## src/rtl/riscv_pkg.sv

```systemverilog
`default_nettype none
// +------------------------------------------------------------------+
// | Module   : riscv_pkg                                             |
// | Purpose  : Shared constants and types for the 5-stage RISC-V     |
// |            pipeline control path: opcodes, ALU op classes,       |
// |            forwarding selects and the decoded-control bundle.    |
// | Ports    : none (package)                                        |
// | Revision : 1.0  initial release                                  |
// +------------------------------------------------------------------+
package riscv_pkg;

   localparam logic [6:0] OPC_R      = 7'b0110011;
   localparam logic [6:0] OPC_LOAD   = 7'b0000011;
   localparam logic [6:0] OPC_STORE  = 7'b0100011;
   localparam logic [6:0] OPC_BRANCH = 7'b1100011;

   localparam logic [1:0] ALUOP_ADD   = 2'b00;
   localparam logic [1:0] ALUOP_SUB   = 2'b01;
   localparam logic [1:0] ALUOP_FUNCT = 2'b10;

   localparam logic [1:0] FWD_RF  = 2'b00;
   localparam logic [1:0] FWD_WB  = 2'b01;
   localparam logic [1:0] FWD_MEM = 2'b10;

   // Decoded control bits as produced by the ID-stage decoder.
   typedef struct packed {
      logic       mem_to_reg;
      logic       reg_write;
      logic       mem_read;
      logic       mem_write;
      logic       beq;
      logic       alu_src;
      logic [1:0] alu_op;
   } ctrl_t;

   // The nearer producer (MEM) shadows the older one (WB).
   function automatic logic [1:0] fwd_select(input logic mem_hit, input logic wb_hit);
      if (mem_hit)     return FWD_MEM;
      else if (wb_hit) return FWD_WB;
      else             return FWD_RF;
   endfunction

endpackage
`default_nettype wire

```

## src/rtl/ctrl_pipe_if.sv

```systemverilog
`default_nettype none
// +------------------------------------------------------------------+
// | Module   : ctrl_pipe_if                                          |
// | Purpose  : Bundle between the ID stage / datapath and ctrl_pipe. |
// | Ports    : master drives the ID-side inputs and branch result,   |
// |            slave (ctrl_pipe) drives stage controls, forwarding   |
// |            selects, stall/flush and the bubble counter.          |
// | Revision : 1.0  initial release                                  |
// +------------------------------------------------------------------+
interface ctrl_pipe_if #(
   parameter int REG_W = 5,
   parameter int CNT_W = 16
);
   logic             id_valid;
   logic             mem_to_reg_in;
   logic             reg_write_in;
   logic             mem_read_in;
   logic             mem_write_in;
   logic             beq_instruction_in;
   logic             aluSrc_in;
   logic [1:0]       aluOp_in;
   logic [REG_W-1:0] rd_in;
   logic [REG_W-1:0] rs1_in;
   logic [REG_W-1:0] rs2_in;
   logic             branch_taken;

   logic             ex_aluSrc;
   logic             ex_beq;
   logic [1:0]       ex_aluOp;
   logic [1:0]       forward_a;
   logic [1:0]       forward_b;
   logic             mem_mem_read;
   logic             mem_mem_write;
   logic             wb_reg_write;
   logic             wb_mem_to_reg;
   logic [REG_W-1:0] wb_rd;
   logic             stall;
   logic             flush;
   logic [CNT_W-1:0] bubble_cnt;

   modport master (
      output id_valid, mem_to_reg_in, reg_write_in, mem_read_in, mem_write_in,
             beq_instruction_in, aluSrc_in, aluOp_in, rd_in, rs1_in, rs2_in,
             branch_taken,
      input  ex_aluSrc, ex_beq, ex_aluOp, forward_a, forward_b, mem_mem_read,
             mem_mem_write, wb_reg_write, wb_mem_to_reg, wb_rd, stall, flush,
             bubble_cnt
   );

   modport slave (
      input  id_valid, mem_to_reg_in, reg_write_in, mem_read_in, mem_write_in,
             beq_instruction_in, aluSrc_in, aluOp_in, rd_in, rs1_in, rs2_in,
             branch_taken,
      output ex_aluSrc, ex_beq, ex_aluOp, forward_a, forward_b, mem_mem_read,
             mem_mem_write, wb_reg_write, wb_mem_to_reg, wb_rd, stall, flush,
             bubble_cnt
   );
endinterface
`default_nettype wire

```

## src/rtl/ctrl_pipe_forwarding_unit.sv

```systemverilog
`default_nettype none
// +------------------------------------------------------------------+
// | Module   : forwarding_unit                                       |
// | Purpose  : Combinational ALU operand forwarding selects for EX.  |
// | Ports    : ex_rs1_i/ex_rs2_i  EX source registers                |
// |            mem_*_i / wb_*_i   producer valid, reg_write, rd      |
// |            forward_a_o/_b_o   00 regfile, 01 WB, 10 MEM          |
// | Revision : 1.0  initial release                                  |
// +------------------------------------------------------------------+
module forwarding_unit
   import riscv_pkg::*;
#(
   parameter int REG_W = 5
) (
   input  wire logic [REG_W-1:0] ex_rs1_i,
   input  wire logic [REG_W-1:0] ex_rs2_i,
   input  wire logic             mem_valid_i,
   input  wire logic             mem_reg_write_i,
   input  wire logic [REG_W-1:0] mem_rd_i,
   input  wire logic             wb_valid_i,
   input  wire logic             wb_reg_write_i,
   input  wire logic [REG_W-1:0] wb_rd_i,
   output logic      [1:0]       forward_a_o,
   output logic      [1:0]       forward_b_o
);
   logic w_mem_wr;
   logic w_wb_wr;

   // x0 is hard-wired to zero, so a write to it never produces a value.
   assign w_mem_wr = mem_valid_i & mem_reg_write_i & (mem_rd_i != '0);
   assign w_wb_wr  = wb_valid_i  & wb_reg_write_i  & (wb_rd_i  != '0);

   assign forward_a_o = fwd_select(w_mem_wr && (mem_rd_i == ex_rs1_i),
                                   w_wb_wr  && (wb_rd_i  == ex_rs1_i));
   assign forward_b_o = fwd_select(w_mem_wr && (mem_rd_i == ex_rs2_i),
                                   w_wb_wr  && (wb_rd_i  == ex_rs2_i));
endmodule
`default_nettype wire

```

## src/rtl/ctrl_pipe.sv

```systemverilog
`default_nettype none
// +------------------------------------------------------------------+
// | Module   : ctrl_pipe                                             |
// | Purpose  : Carries decoded controls through EX/MEM/WB, detects   |
// |            load-use stalls and taken-branch flushes, counts      |
// |            inserted bubbles and drives EX forwarding selects.    |
// | Ports    : clock, reset (async, active-high)                     |
// |            ctl  slave side of ctrl_pipe_if                       |
// | Revision : 1.0  initial release                                  |
// +------------------------------------------------------------------+
module ctrl_pipe
   import riscv_pkg::*;
#(
   parameter int REG_W = 5,
   parameter int CNT_W = 16
) (
   input wire logic  clock,
   input wire logic  reset,
   ctrl_pipe_if.slave ctl
);
   // EX stage
   logic             ex_valid_q, ex_valid_d;
   ctrl_t            ex_ctrl_q,  ex_ctrl_d;
   logic [REG_W-1:0] ex_rd_q,    ex_rd_d;
   logic [REG_W-1:0] ex_rs1_q,   ex_rs1_d;
   logic [REG_W-1:0] ex_rs2_q,   ex_rs2_d;
   // MEM stage
   logic             mem_valid_q;
   logic             mem_reg_write_q;
   logic             mem_mem_to_reg_q;
   logic             mem_mem_read_q;
   logic             mem_mem_write_q;
   logic [REG_W-1:0] mem_rd_q;
   // WB stage
   logic             wb_valid_q;
   logic             wb_reg_write_q;
   logic             wb_mem_to_reg_q;
   logic [REG_W-1:0] wb_rd_q;

   logic [CNT_W-1:0] bubble_cnt_q, bubble_cnt_d;

   logic w_flush;
   logic w_load_use;
   logic w_stall;
   logic w_bubble;

   assign w_flush    = ex_valid_q & ex_ctrl_q.beq & ctl.branch_taken;
   assign w_load_use = ctl.id_valid & ex_valid_q & ex_ctrl_q.mem_read & (ex_rd_q != '0) &
                       ((ex_rd_q == ctl.rs1_in) | (ex_rd_q == ctl.rs2_in));
   // A flush squashes the ID instruction, so any hazard it had is moot.
   assign w_stall    = w_load_use & ~w_flush;
   assign w_bubble   = w_stall | w_flush;

   always_comb begin
      ex_valid_d   = 1'b0;
      ex_ctrl_d    = '0;
      ex_rd_d      = '0;
      ex_rs1_d     = '0;
      ex_rs2_d     = '0;
      bubble_cnt_d = bubble_cnt_q;
      if (!w_bubble && ctl.id_valid) begin
         ex_valid_d           = 1'b1;
         ex_ctrl_d.mem_to_reg = ctl.mem_to_reg_in;
         ex_ctrl_d.reg_write  = ctl.reg_write_in;
         ex_ctrl_d.mem_read   = ctl.mem_read_in;
         ex_ctrl_d.mem_write  = ctl.mem_write_in;
         ex_ctrl_d.beq        = ctl.beq_instruction_in;
         ex_ctrl_d.alu_src    = ctl.aluSrc_in;
         ex_ctrl_d.alu_op     = ctl.aluOp_in;
         ex_rd_d              = ctl.rd_in;
         ex_rs1_d             = ctl.rs1_in;
         ex_rs2_d             = ctl.rs2_in;
      end
      if (w_bubble && (bubble_cnt_q != {CNT_W{1'b1}}))
         bubble_cnt_d = bubble_cnt_q + CNT_W'(1);
   end

   always_ff @(posedge clock or posedge reset) begin
      if (reset) begin
         ex_valid_q       <= 1'b0;
         ex_ctrl_q        <= '0;
         ex_rd_q          <= '0;
         ex_rs1_q         <= '0;
         ex_rs2_q         <= '0;
         mem_valid_q      <= 1'b0;
         mem_reg_write_q  <= 1'b0;
         mem_mem_to_reg_q <= 1'b0;
         mem_mem_read_q   <= 1'b0;
         mem_mem_write_q  <= 1'b0;
         mem_rd_q         <= '0;
         wb_valid_q       <= 1'b0;
         wb_reg_write_q   <= 1'b0;
         wb_mem_to_reg_q  <= 1'b0;
         wb_rd_q          <= '0;
         bubble_cnt_q     <= '0;
      end else begin
         ex_valid_q       <= ex_valid_d;
         ex_ctrl_q        <= ex_ctrl_d;
         ex_rd_q          <= ex_rd_d;
         ex_rs1_q         <= ex_rs1_d;
         ex_rs2_q         <= ex_rs2_d;
         mem_valid_q      <= ex_valid_q;
         mem_reg_write_q  <= ex_ctrl_q.reg_write;
         mem_mem_to_reg_q <= ex_ctrl_q.mem_to_reg;
         mem_mem_read_q   <= ex_ctrl_q.mem_read;
         mem_mem_write_q  <= ex_ctrl_q.mem_write;
         mem_rd_q         <= ex_rd_q;
         wb_valid_q       <= mem_valid_q;
         wb_reg_write_q   <= mem_reg_write_q;
         wb_mem_to_reg_q  <= mem_mem_to_reg_q;
         wb_rd_q          <= mem_rd_q;
         bubble_cnt_q     <= bubble_cnt_d;
      end
   end

   // Stage outputs read as zero whenever the stage holds no instruction.
   assign ctl.ex_aluSrc     = ex_valid_q & ex_ctrl_q.alu_src;
   assign ctl.ex_beq        = ex_valid_q & ex_ctrl_q.beq;
   assign ctl.ex_aluOp      = ex_valid_q ? ex_ctrl_q.alu_op : ALUOP_ADD;
   assign ctl.mem_mem_read  = mem_valid_q & mem_mem_read_q;
   assign ctl.mem_mem_write = mem_valid_q & mem_mem_write_q;
   assign ctl.wb_reg_write  = wb_valid_q & wb_reg_write_q;
   assign ctl.wb_mem_to_reg = wb_valid_q & wb_mem_to_reg_q;
   assign ctl.wb_rd         = wb_valid_q ? wb_rd_q : '0;
   assign ctl.stall         = w_stall;
   assign ctl.flush         = w_flush;
   assign ctl.bubble_cnt    = bubble_cnt_q;

   forwarding_unit #(
      .REG_W (REG_W)
   ) u_fwd (
      .ex_rs1_i        (ex_rs1_q),
      .ex_rs2_i        (ex_rs2_q),
      .mem_valid_i     (mem_valid_q),
      .mem_reg_write_i (mem_reg_write_q),
      .mem_rd_i        (mem_rd_q),
      .wb_valid_i      (wb_valid_q),
      .wb_reg_write_i  (wb_reg_write_q),
      .wb_rd_i         (wb_rd_q),
      .forward_a_o     (ctl.forward_a),
      .forward_b_o     (ctl.forward_b)
   );
endmodule
`default_nettype wire
```

## src/flat_wrapper.sv

```systemverilog
// flat-port wrapper written by rule: the top's interface ports become plain ports
module ctrl_pipe_flat import riscv_pkg::*;
#(
   parameter int REG_W = 5,
   parameter int CNT_W = 16
)
  (clock, reset, ctl_id_valid, ctl_mem_to_reg_in, ctl_reg_write_in, ctl_mem_read_in, ctl_mem_write_in, ctl_beq_instruction_in, ctl_aluSrc_in, ctl_aluOp_in, ctl_rd_in, ctl_rs1_in, ctl_rs2_in, ctl_branch_taken, ctl_ex_aluSrc, ctl_ex_beq, ctl_ex_aluOp, ctl_forward_a, ctl_forward_b, ctl_mem_mem_read, ctl_mem_mem_write, ctl_wb_reg_write, ctl_wb_mem_to_reg, ctl_wb_rd, ctl_stall, ctl_flush, ctl_bubble_cnt);
  ctrl_pipe_if #(.REG_W(REG_W), .CNT_W(CNT_W)) ctl_i ();
  input wire logic clock;
  input wire logic reset;
  input wire logic [$bits(ctl_i.id_valid)-1:0] ctl_id_valid;
  input wire logic [$bits(ctl_i.mem_to_reg_in)-1:0] ctl_mem_to_reg_in;
  input wire logic [$bits(ctl_i.reg_write_in)-1:0] ctl_reg_write_in;
  input wire logic [$bits(ctl_i.mem_read_in)-1:0] ctl_mem_read_in;
  input wire logic [$bits(ctl_i.mem_write_in)-1:0] ctl_mem_write_in;
  input wire logic [$bits(ctl_i.beq_instruction_in)-1:0] ctl_beq_instruction_in;
  input wire logic [$bits(ctl_i.aluSrc_in)-1:0] ctl_aluSrc_in;
  input wire logic [$bits(ctl_i.aluOp_in)-1:0] ctl_aluOp_in;
  input wire logic [$bits(ctl_i.rd_in)-1:0] ctl_rd_in;
  input wire logic [$bits(ctl_i.rs1_in)-1:0] ctl_rs1_in;
  input wire logic [$bits(ctl_i.rs2_in)-1:0] ctl_rs2_in;
  input wire logic [$bits(ctl_i.branch_taken)-1:0] ctl_branch_taken;
  output wire logic [$bits(ctl_i.ex_aluSrc)-1:0] ctl_ex_aluSrc;
  output wire logic [$bits(ctl_i.ex_beq)-1:0] ctl_ex_beq;
  output wire logic [$bits(ctl_i.ex_aluOp)-1:0] ctl_ex_aluOp;
  output wire logic [$bits(ctl_i.forward_a)-1:0] ctl_forward_a;
  output wire logic [$bits(ctl_i.forward_b)-1:0] ctl_forward_b;
  output wire logic [$bits(ctl_i.mem_mem_read)-1:0] ctl_mem_mem_read;
  output wire logic [$bits(ctl_i.mem_mem_write)-1:0] ctl_mem_mem_write;
  output wire logic [$bits(ctl_i.wb_reg_write)-1:0] ctl_wb_reg_write;
  output wire logic [$bits(ctl_i.wb_mem_to_reg)-1:0] ctl_wb_mem_to_reg;
  output wire logic [$bits(ctl_i.wb_rd)-1:0] ctl_wb_rd;
  output wire logic [$bits(ctl_i.stall)-1:0] ctl_stall;
  output wire logic [$bits(ctl_i.flush)-1:0] ctl_flush;
  output wire logic [$bits(ctl_i.bubble_cnt)-1:0] ctl_bubble_cnt;
  assign ctl_i.id_valid = ctl_id_valid;
  assign ctl_i.mem_to_reg_in = ctl_mem_to_reg_in;
  assign ctl_i.reg_write_in = ctl_reg_write_in;
  assign ctl_i.mem_read_in = ctl_mem_read_in;
  assign ctl_i.mem_write_in = ctl_mem_write_in;
  assign ctl_i.beq_instruction_in = ctl_beq_instruction_in;
  assign ctl_i.aluSrc_in = ctl_aluSrc_in;
  assign ctl_i.aluOp_in = ctl_aluOp_in;
  assign ctl_i.rd_in = ctl_rd_in;
  assign ctl_i.rs1_in = ctl_rs1_in;
  assign ctl_i.rs2_in = ctl_rs2_in;
  assign ctl_i.branch_taken = ctl_branch_taken;
  assign ctl_ex_aluSrc = ctl_i.ex_aluSrc;
  assign ctl_ex_beq = ctl_i.ex_beq;
  assign ctl_ex_aluOp = ctl_i.ex_aluOp;
  assign ctl_forward_a = ctl_i.forward_a;
  assign ctl_forward_b = ctl_i.forward_b;
  assign ctl_mem_mem_read = ctl_i.mem_mem_read;
  assign ctl_mem_mem_write = ctl_i.mem_mem_write;
  assign ctl_wb_reg_write = ctl_i.wb_reg_write;
  assign ctl_wb_mem_to_reg = ctl_i.wb_mem_to_reg;
  assign ctl_wb_rd = ctl_i.wb_rd;
  assign ctl_stall = ctl_i.stall;
  assign ctl_flush = ctl_i.flush;
  assign ctl_bubble_cnt = ctl_i.bubble_cnt;
  ctrl_pipe #(.REG_W(REG_W), .CNT_W(CNT_W)) u_core (.clock(clock), .reset(reset), .ctl(ctl_i));
endmodule
```

## config.mk

```make
export PLATFORM = sky130hd
export DESIGN_NAME = ctrl_pipe_flat
export DESIGN_NICKNAME = d
export VERILOG_FILES = /design/src/rtl/riscv_pkg.sv /design/src/rtl/ctrl_pipe_if.sv /design/src/rtl/ctrl_pipe_forwarding_unit.sv /design/src/rtl/ctrl_pipe.sv /design/src/flat_wrapper.sv
export SDC_FILE = /design/constraint.sdc
export NUM_CORES = 1
export LEC_CHECK = 0
export CAP_MARGIN = 5
export CORE_AREA = 4 4 79 81
export DETAILED_ROUTE_END_ITERATION = 7
export DIE_AREA = 0 0 83 85
export DONT_BUFFER_PORTS = 1
export SYNTH_ARGS = -nofsm -noshare
export SYNTH_HDL_FRONTEND = slang
export SYNTH_SLANG_ARGS = --single-unit
```

## constraint.sdc

```tcl
create_clock -name clock -period 2.4 [get_ports clock]
set_input_delay 0.72 -clock clock [delete_from_list [all_inputs] [get_ports clock]]
set_output_delay 0.72 -clock clock [all_outputs]
set_load 0.01 [all_outputs]
```

### After elaboration in Yosys (flattened, before gate mapping)

Cells that the tools add are included.

* output and inout bits: 35
* flip-flop bits (word level): 58
* input bits: 27

* add/subtract/negate cells: 1
* multiplexer cells: 11
* reduce and logical (&&, ||, !) cells: 10
* bitwise operators: 18
* eq/ne operators: 7

Operators with widths (count)
* == test 5 bit: 6
* two-way mux 5 bit: 4
* adder 16 x 1 -> 16 bit, second input constant: 1
* inequality test 16 bit, second input constant: 1
* bitwise AND 1 bit: 15
* nonzero test 5 bit: 3
* two-way mux 8 bit: 1
* logical AND 1 bit: 6
* two-way mux 2 bit: 3
* two-way mux 1 bit: 3
* bitwise OR 1 bit: 2
* zero test 1 bit: 1
* inverter 1 bit: 1

### Logic depth before layout (Yosys ltp)

Gate-level depths: netlist of the first run.

* depth in word-level cells: 9
* mapped depth: 8
* mapped depth without buffers: 7

### Cells and area by module

From an unflattened synthesis of the first run, not the netlist that was laid out.

* cells, all modules: 213
* area, all modules: 2536.2 µm²

By module, submodules not included
* ctrl_pipe: instances 1, cells an instance 179, area an instance 2273.4 µm²
* forwarding_unit: instances 1, cells an instance 34, area an instance 262.8 µm²

### Least setup slack after synthesis of the first run

No wires, ideal clock.

* kind: flip-flop to output port
* start: register u_core.mem_rd_q[1]
* end: output ctl_forward_a[0]
* cell stages (with the launch flop): 5
* setup slack: -18 ps
* data required time: 1680 ps
* data arrival time: 1698 ps
* cell sequence: dfrtp_1 > or4_1 > o211ai_1 > nor4_1 > nor4_1

* word-level cells in the longest chain between the ends: 4

RTL lines
* from (decl): RTL line ctrl_pipe.sv:33 `logic [REG_W-1:0] mem_rd_q;`
* from (signal assigned): RTL line ctrl_pipe.sv:107 `mem_rd_q <= ex_rd_q;`
* nonzero test 5 bit: RTL line ctrl_pipe_forwarding_unit.sv:30 `assign w_mem_wr = mem_valid_i & mem_reg_write_i & (mem_rd_i != '0);`
* bitwise AND 1 bit: RTL line ctrl_pipe_forwarding_unit.sv:30
* logical AND 1 bit (*): RTL line ctrl_pipe_forwarding_unit.sv:33 `assign forward_a_o = fwd_select(w_mem_wr && (mem_rd_i == ex_rs1_i),`
* two-way mux 2 bit (*): RTL line riscv_pkg.sv:38 `if (mem_hit) return FWD_MEM;`
* to (decl): RTL line flat_wrapper.sv:26 `output wire logic [$bits(ctl_i.forward_a)-1:0] ctl_forward_a;`

Every way passes the cells marked *; elsewhere a longest branch is shown, timed or not.

### Final worst setup path of the first run

* start: register u_core.mem_rd_q[1]
* end: output ctl_forward_b[0]

* word-level cells in the longest chain between the ends: 4

RTL lines
* nonzero test 5 bit: RTL line ctrl_pipe_forwarding_unit.sv:30
* bitwise AND 1 bit: RTL line ctrl_pipe_forwarding_unit.sv:30
* logical AND 1 bit (*): RTL line ctrl_pipe_forwarding_unit.sv:35 `assign forward_b_o = fwd_select(w_mem_wr && (mem_rd_i == ex_rs2_i),`
* two-way mux 2 bit (*): RTL line riscv_pkg.sv:38
* to (decl): RTL line flat_wrapper.sv:27 `output wire logic [$bits(ctl_i.forward_b)-1:0] ctl_forward_b;`

Marked as above.

==> results of run 1 <==
report_power, final:
| group | total [W] | internal, W | switching (W) |
|---|---|---|---|
| clock network | 0.000868 | 0.000476 | 0.000392 |
| logic | 0.000202 | 0.000101 | 0.000101 |
| registers | 0.00108 | 0.00103 | 0.0000463 |
| total | 0.00215 | 0.00161 | 0.000539 |
flip-flops by register name, indices dropped and copies added (netlist names):
register,cells
u_core.ctl.bubble_cnt,16
u_core.ex_ctrl_q,8
u_core.ex_rd_q,5
u_core.ex_rs1_q,5
u_core.ex_rs2_q,5
u_core.mem_rd_q,5
u_core.wb_rd_q,5
u_core.ex_valid_q,1
u_core.mem_mem_read_q,1
u_core.mem_mem_to_reg_q,1
u_core.mem_mem_write_q,1
u_core.mem_reg_write_q,1
u_core.mem_valid_q,1
u_core.wb_mem_to_reg_q,1
u_core.wb_reg_write_q,1
u_core.wb_valid_q,1
layout by cell type (no fill, tap or decap):
master                       Yosys  layout
sky130_fd_sc_hd__dfrtp_1        58      58
sky130_fd_sc_hd__nor4_1          5       1
sky130_fd_sc_hd__inv_1           4       3
sky130_fd_sc_hd__ha_1            1       1
sky130_fd_sc_hd__a21oi_2         2       2
sky130_fd_sc_hd__nand4_4         1       1
sky130_fd_sc_hd__and2_1         14      14
sky130_fd_sc_hd__nor4b_1         1       1
sky130_fd_sc_hd__nor3_1          5       5
sky130_fd_sc_hd__nor2_1         11      10
sky130_fd_sc_hd__o22ai_2         1       1
sky130_fd_sc_hd__and3_1         25      25
sky130_fd_sc_hd__clkinvlp_4      0       2
sky130_fd_sc_hd__xnor2_1        19      19
sky130_fd_sc_hd__clkinv_2        0       3
sky130_fd_sc_hd__o21ai_1         0       1
sky130_fd_sc_hd__and4_1          1       1
sky130_fd_sc_hd__nand2b_1        1       1
sky130_fd_sc_hd__buf_4           0      23
sky130_fd_sc_hd__o32a_1          1       1
sky130_fd_sc_hd__inv_6           0       1
sky130_fd_sc_hd__nand3_1        11      11
sky130_fd_sc_hd__nor4_2          0       4
sky130_fd_sc_hd__mux2_2          3       3
sky130_fd_sc_hd__xor2_1         24      24
sky130_fd_sc_hd__bufinv_16       0       1
sky130_fd_sc_hd__nor2_4          0       1
sky130_fd_sc_hd__buf_6           1       2
sky130_fd_sc_hd__inv_2           0       1
sky130_fd_sc_hd__nand2_1        11      11
sky130_fd_sc_hd__clkbuf_8        0       9
sky130_fd_sc_hd__o21ai_2         1       1
sky130_fd_sc_hd__o211ai_1        1       1
sky130_fd_sc_hd__and3_2          2       2
sky130_fd_sc_hd__or4_1           4       4
critical path: cells and delay by family (launching register included):
kind	cells	cell delay, ns
AND/OR/NAND/NOR	3	0.72
flip-flops	1	0.37
AO/OA/AOI/OAI	1	0.26
buffers and inverters	2	0.33
metrics by stage:
stage                     cells  setup slack (ns)
after detailed placement    296           0.00253
after global placement      296            0.0586
after floorplan             214            0.0681
final                       321            -0.318
after global routing        321            -0.399
after CTS                   318            -0.339
routing by layer:
metal	global-route usage	part of all wire
met5	0	0
met4	0.0817	0.025
met3	0.0728	0.075
met2	0.272	0.52
met1	0.176	0.38
what timing repair did:
item	in CTS	in global routing
gates resized for setup	5	2
pin swaps	6	4
setup endpoints to repair	4	5
hold endpoints to repair	0	0
setup buffers	6	3
layout make-up:
class                      count  area (sq um)
multi-input combinational    146          1040
tap                           72          90.1
fill                         517          2480
timing repair buffer          25           195
clock inverter                 7          68.8
sequential                    58          1450
clock buffer                   9           124
inverter                       4          15.0
worst paths after layout:
path / slack [ns] / endpoint / from
max: -0.32 / ctl_forward_b[0] / u_core.mem_rd_q[1]
min: 0.29 / u_core.ex_ctrl_q[2] / reset
max reg2reg: 0.24 / u_core.ctl.bubble_cnt[1] / u_core.ctl.bubble_cnt[1]
min reg2reg: 0.35 / u_core.mem_reg_write_q / u_core.ex_ctrl_q[6]
max in group asynchronous: 1.47 / u_core.ctl.bubble_cnt[15] / reset
min in group clock: 0.35 / u_core.mem_reg_write_q / u_core.ex_ctrl_q[6]
logic make-up (layout without fill, tap and decap cells):
| family | Yosys count | after routing | synth area share |
|---|---|---|---|
| AO/OA/AOI/OAI | 7 | 7 | 0.0244 |
| XOR/XNOR | 43 | 43 | 0.150 |
| adder cells (fa/ha/maj) | 1 | 1 | 0.00498 |
| buffers and inverters | 10 | 45 | 0.0184 |
| flip-flops | 58 | 58 | 0.578 |
| multiplexers | 3 | 3 | 0.0135 |
| AND/OR/NAND/NOR | 92 | 92 | 0.210 |
==> results.txt, run 1 <==
- The flow ran to the end, but the final reports show violations.
- The checks that failed: negative setup slack.
- Final Cell Area: 2990 sq um
- After the last flow step, the layout net total stands at 272.
- Port buffering added 0 buffers.
* Worst-case headroom to the max-slew limit: 0.597
- The most used flip-flop cell after synthesis is sky130_fd_sc_hd__dfrtp_1.
* Clock tree from TritonCTS: built
- The routed design could run at a clock period as short as 2.72 ns.
- Synthesis produced a netlist with a net count of 242.
* Distinct cell type count of the synthesized netlist: 28
- Effective utilization at floorplan: 0.459
* Min Hold Slack: 0.295 ns
* Post-detailed-route via-to-cell ratio: 5.17
* Cells taking the most area after synthesis: sky130_fd_sc_hd__dfrtp_1 (58%), sky130_fd_sc_hd__xor2_1 (8.4%), sky130_fd_sc_hd__xnor2_1 (6.6%)
- The H-tree was split into 3 levels.
- Once placement finished, the instance area stood at 2700 sq um.
* Worst setup SP type: flop
- Leakage Power: 1.49 nW
* Yosys top cell by area: sky130_fd_sc_hd__dfrtp_1
- Sum of net half-perimeters after detailed placement: 3.79 mm
* Post-route DRC: 0
- Clock Tree Buf Depth: 2
- Counting flops with an async set or reset pin after synthesis yields a share of 1.00.
- CTS Hold Buffers Added: 0
* Pin count of the biggest net entering global routing: 26
- For this design the ratio of total power to cell area is 718 nW/um^2.
- Post-route ant nets: 0
- Critical path class: flop to output pin
- Critical path arrival: 2.00 ns
* Type of element capturing the critical path: output pin
- Global routing finished with a remaining overflow of 0.
- The slowest stage of the critical path is the sky130_fd_sc_hd__or4_1 cell.
* Floorplan Core Area: 5470 sq um
- Hold Fails Final Rpt: 0
* Source-to-sink clock delay at the later pin of the worst-skew pair: 0.33 ns
- After detailed routing, the average wire length per cell comes to 16.9 microns.
- Setup repair after global routing missed its margin: yes
* Standard-cell rows: 27
* Number of antenna violations at the first check in global routing: 0
* Register bit count reported by yosys: 58
* Cell Chain, Critical Path: or4_1, o211ai_1, buf_4, nor4_2, nor4_2, buf_4
- Setup violations remaining at the end of the flow were counted as 4.
- Antenna Cells: 0
* Die span in y: 85 microns
* TritonCTS buffer count: 9
- In this run, the number of DRC markers left after iteration 0 of detailed routing was 52.
- Peak fanout along the critical path: 2
- Vias in the first global route: 1,790
- In the global route stage, overall resource usage came out at 0.163.
* Clock transition at the registers of the reported paths: 0.07 ns
- Mapped Area: 2510 sq um
- Of the cells placed in the final design, the portion with a size suffix greater than 1 is 0.229.
- For the pin with the worst max-slew slack, the measured transition is 0.605 ns.
- Top Ports: 62
- TNS Setup: -1.05 ns
* Yosys Warn Count: 0
* Last weighted congestion value of the routability-driven placer: 0.780
* Design Power: 0.00215 W
- Area added between synthesis and finish: 19.1%
- In this run, synthesis inferred 0 flip-flops with an integrated enable.
* Wire length of the first global-routing pass: 8.89 mm
- Final Max Tran Viols: 0
- Mean post-synth cell area: 11.7 sq um
- Worst min-delay path class: input pin to async pin
- For the worst setup path, the data required time is 1.68 ns.
* Post-Synthesis Cells: 214
* Die area: 7060 sq um
* Most common cell in the netlist: sky130_fd_sc_hd__dfrtp_1
- First-pass iteration count of the detailed router: 4
- The largest single stage delay on the critical path is 0.51 ns.
- Number of max-cap violations: 0
* Horizontal extent of the die: 83 microns
- Worst setup slack after layout: -0.318 ns
- In this run the clock root is driven by a sky130_fd_sc_hd__clkbuf_8.
- Most used standard cells in the synthesized netlist: sky130_fd_sc_hd__dfrtp_1 (58), sky130_fd_sc_hd__and3_1 (25), sky130_fd_sc_hd__xor2_1 (24), sky130_fd_sc_hd__xnor2_1 (19), sky130_fd_sc_hd__and2_1 (14)
* Final core utilization: 0.546
- The tree built by TritonCTS fans out to 58 sinks.
- Static timing analysis puts the maximum clock frequency at 0.368 GHz.
* Register area share after synthesis: 0.578
- In the finished design, the share of the clock period the worst path needs comes to 1.13.
* Worst clock skew: 0.00655 ns
* Via Count: 1,661
* Peak supply drop: 449 uV
- After detailed routing, the total wire length is 5.41 mm.
* Depth of the most critical reg-to-reg path: 6
* Post-synth top area share: 0.578
(Power assumes the default switching activity.)
==> inputs of run 2 (changes only) <==
- PLACE_DENSITY: default -> 0.63
==> run 2 against run 1 <==
The run still ends with negative setup slack left; critical path depth stayed put; maximum frequency rose by 1.9%; routed wire length shrank 4.0%; cell count down 1.6%; first-iteration DRC count increased by 17%; critical path type unchanged; critical endpoint unchanged.
==> results.txt, run 2 (synthesis results as in run 1) <==
* Most common cell after layout, fill and taps aside: sky130_fd_sc_hd__dfrtp_1 (unchanged)
- Min Hold Slack: 0.304 ns (was 0.295 ns)
- Floorplan Core Area: 5470 sq um (unchanged)
* Sum of buffers and inverters on the critical path: 2 (unchanged)
- The antenna diode instance count came to 0 (unchanged).
* Sum of net half-perimeters after detailed placement: 3.70 mm (was 3.79 mm)
- The leftover overflow at the end of global routing was 0 (unchanged).
- Clock transition at the registers of the reported paths: 0.07 ns (about the same)
- Peak supply drop: 499 uV (was 449 uV)
* Source-to-sink clock delay at the later pin of the worst-skew pair: 0.33 ns (about the same)
* Vias in the first global route: 1,704 (was 1,790)
- Area taken by multi-input logic gates: 1090 sq um (was 1040 sq um)
- The via count is 1,613 (was 1,661).
- Worst-case headroom to the max-slew limit: 0.586 (was 0.597)
- Area added between synthesis and finish: 22.0% (was 19.1%)
* Power density normalized to cell area: 760 nW/um^2 (was 718 nW/um^2)
* Final number of setup-violating endpoints: 4 (unchanged)
- Commonest non-fill, non-tap cells in the layout: sky130_fd_sc_hd__dfrtp_1 (55), sky130_fd_sc_hd__and3_1 (25), sky130_fd_sc_hd__xor2_1 (24), sky130_fd_sc_hd__xnor2_1 (16), sky130_fd_sc_hd__buf_4 (16) (was sky130_fd_sc_hd__dfrtp_1 (58), sky130_fd_sc_hd__and3_1 (25), sky130_fd_sc_hd__xor2_1 (24), sky130_fd_sc_hd__buf_4 (23), sky130_fd_sc_hd__xnor2_1 (19))
- The horizontal die dimension came to 83 microns (unchanged).
- The post-cts hold buffer count was 0 (unchanged).
- The starting density of the core came to 0.459 (unchanged).
* Peak fanout along the critical path: 2 (unchanged)
- The static leakage power is 1.51 nW (was 1.49 nW).
- The number of standard cells in the layout, taps in and fillers out was 316 (was 321).
- The initial antenna violation count was 0 (unchanged).
- Setup repair after global routing missed its margin: yes (unchanged)
- Number of input and output port buffers inserted: 0 (unchanged)
- Pin count of the biggest net entering global routing: 36 (was 26)
- Least-Margin Pin Slew: 0.621 ns (was 0.605 ns)
- The class of the tightest hold or removal check is input pin to async pin (unchanged).
- The kind of capture point of the worst setup path is an output pin (unchanged).
* Post-detailed-route via-to-cell ratio: 5.10 (was 5.17)
- The final worst-path cycle share was 1.11 (was 1.13).
- The number of max-cap violations came to 0 (unchanged).
- Cell Chain, Critical Path: or4_1, o211ai_1, buf_4, nor4_2, nor4_2, buf_4 (unchanged)
- The final worst slack came to -0.267 ns (was -0.318 ns).
- Standard-cell rows: 27 (unchanged)
- Post-route DRC: 0 (unchanged)
- The final wirelength was 5.20 mm (was 5.41 mm).
- The peak per-stage delay on the critical path came to 0.52 ns (was 0.51 ns).
- Required time of the critical path: 1.68 ns (about the same)
- The clock sink count was 58 (unchanged).
* Wire length of the first global-routing pass: 8.87 mm (was 8.89 mm)
- Failing checks: negative setup slack (unchanged).
- The first-pass detailed-route iteration total is 4 (unchanged).
- Max stage delay cell, worst path: sky130_fd_sc_hd__or4_1 (unchanged)
- The area taken by flip-flops and latches is 1460 sq um (was 1450 sq um).
- The average wire length per cell after detail routing came to 16.5 microns (was 16.9 microns).
- Hold Fails Final Rpt: 0 (unchanged)
* Highest Clock Rate: 0.375 GHz (was 0.368 GHz)
- Worst setup SP type: flop (unchanged)
- The final net count came to 267 (was 272).
* Last weighted congestion value of the routability-driven placer: 0.802 (was 0.780)
* Fill cell count: 478 (was 517)
- Critical path arrival: 1.95 ns (was 2.00 ns)
- The I/O pin count came to 62 (unchanged).
* Max FFs per register: 16 (unchanged)
- The kind of critical path was flop to output pin (unchanged).
* Min Tclk post-route: 2.67 ns (was 2.72 ns)
* TNS Setup: -0.889 ns (was -1.05 ns)
- The total routing usage reported by global routing is 0.160 (was 0.163).
- Clock Tree Buf Depth: 2 (unchanged)
- The die outline area was 7060 sq um (unchanged).
- Share of layout cells above drive strength 1: 0.250 (was 0.229)
- Post-route ant nets: 0 (unchanged)
- Worst clock skew: 0.00649 ns (was 0.00655 ns)
- Outcome: complete, but fails checks (unchanged)
- Iteration-0 DRC Markers: 61 (was 52)
- The final count of pins violating max slew was 0 (unchanged).
* Clock tree from TritonCTS: built (unchanged)
- The chip height came to 85 microns (unchanged).
- The cell family with the largest share of critical-path delay is simple AND/OR/NAND/NOR gates (unchanged).
- The number of placed cells counting well taps is 291 (was 296).
- Number of H-tree levels: 3 (unchanged)
* TritonCTS buffer count: 9 (unchanged)
- The clock root buffer is sky130_fd_sc_hd__clkbuf_8 (unchanged).
run 2: cell types whose count changed in the layout (fill, tap and decap cells not counted), moves of 3 or more:
cell and change:
sky130_fd_sc_hd__xnor2_2 +3, sky130_fd_sc_hd__buf_4 -7, sky130_fd_sc_hd__xnor2_1 -3, sky130_fd_sc_hd__dfrtp_1 -3, sky130_fd_sc_hd__dfrtp_2 +3, sky130_fd_sc_hd__clkbuf_8 +3
run 2: path summary, 6_finish.rpt:
kind / from / slack (ns) / end / cells past startpoint
setup / recovery: u_core.mem_rd_q[3] / -0.27 / ctl_forward_b[0] / 6
hold / removal: reset / 0.30 / u_core.ex_ctrl_q[2] / 1
setup reg to reg: u_core.ctl.bubble_cnt[1] / 0.25 / u_core.ctl.bubble_cnt[1] / 6
hold reg to reg: u_core.ex_ctrl_q[4] / 0.35 / u_core.mem_mem_write_q / 0
max in group asynchronous: reset / 1.53 / u_core.ex_rd_q[2] / 2
min in group clock: u_core.ex_ctrl_q[4] / 0.35 / u_core.mem_mem_write_q / 0
run 2: what timing repair did:
| action | 4_1_cts | 5_1_grt |
|---|---|---|
| buffers inserted | 7 | 2 |
| pin swaps | 6 | 6 |
| setup endpoints to repair | 5 | 5 |
| gates resized for setup | 5 | 13 |
run 2: layer usage:
metal | up-vias | global-route usage | share of wire
met1 | 783 | 0.186 | 0.41
met4 | 0 | 0.0996 | 0.029
met2 | 42 | 0.251 | 0.51
met3 | 12 | 0.0612 | 0.055
li1 | 776 | - | -
met5 | - | 0 | 0
run 2: report_power, final:
group	internal (W)	leakage, nW	switching, W
clock network	0.000668	0.119	0.000373
registers	0.00103	0.748	0.0000471
logic	0.000104	0.643	0.000104
run 2: through the flow:
stage,power (W),worst slack (ns),util,area (sq um)
after global placement,0.00127,0.0721,0.489,2680
after global routing,0.00244,-0.380,0.560,3060
after CTS,0.00234,-0.277,0.545,2990
after floorplan,0.00122,0.0681,-,2520
final,0.00233,-0.267,0.560,3060
after detailed placement,0.00128,0.0318,0.489,2680
run 2: layout make-up:
| cell class | count | share of cell area |
|---|---|---|
| tap | 72 | 0.0294 |
| inverter | 4 | 0.00490 |
| clock inverter | 4 | 0.0237 |
| multi-input combinational | 146 | 0.356 |
| sequential | 58 | 0.475 |
| timing repair buffer | 20 | 0.0568 |
| clock buffer | 12 | 0.0539 |
run 2: worst reg2reg max path, stage by stage, from the launching register on:
cell	delay [ns]
sky130_fd_sc_hd__dfrtp_1	0.43
sky130_fd_sc_hd__ha_1	0.21
sky130_fd_sc_hd__and3_2	0.24
sky130_fd_sc_hd__nand4_4	0.13
sky130_fd_sc_hd__o32a_1	0.37
sky130_fd_sc_hd__o21ai_2	0.25
sky130_fd_sc_hd__mux2_2	0.40
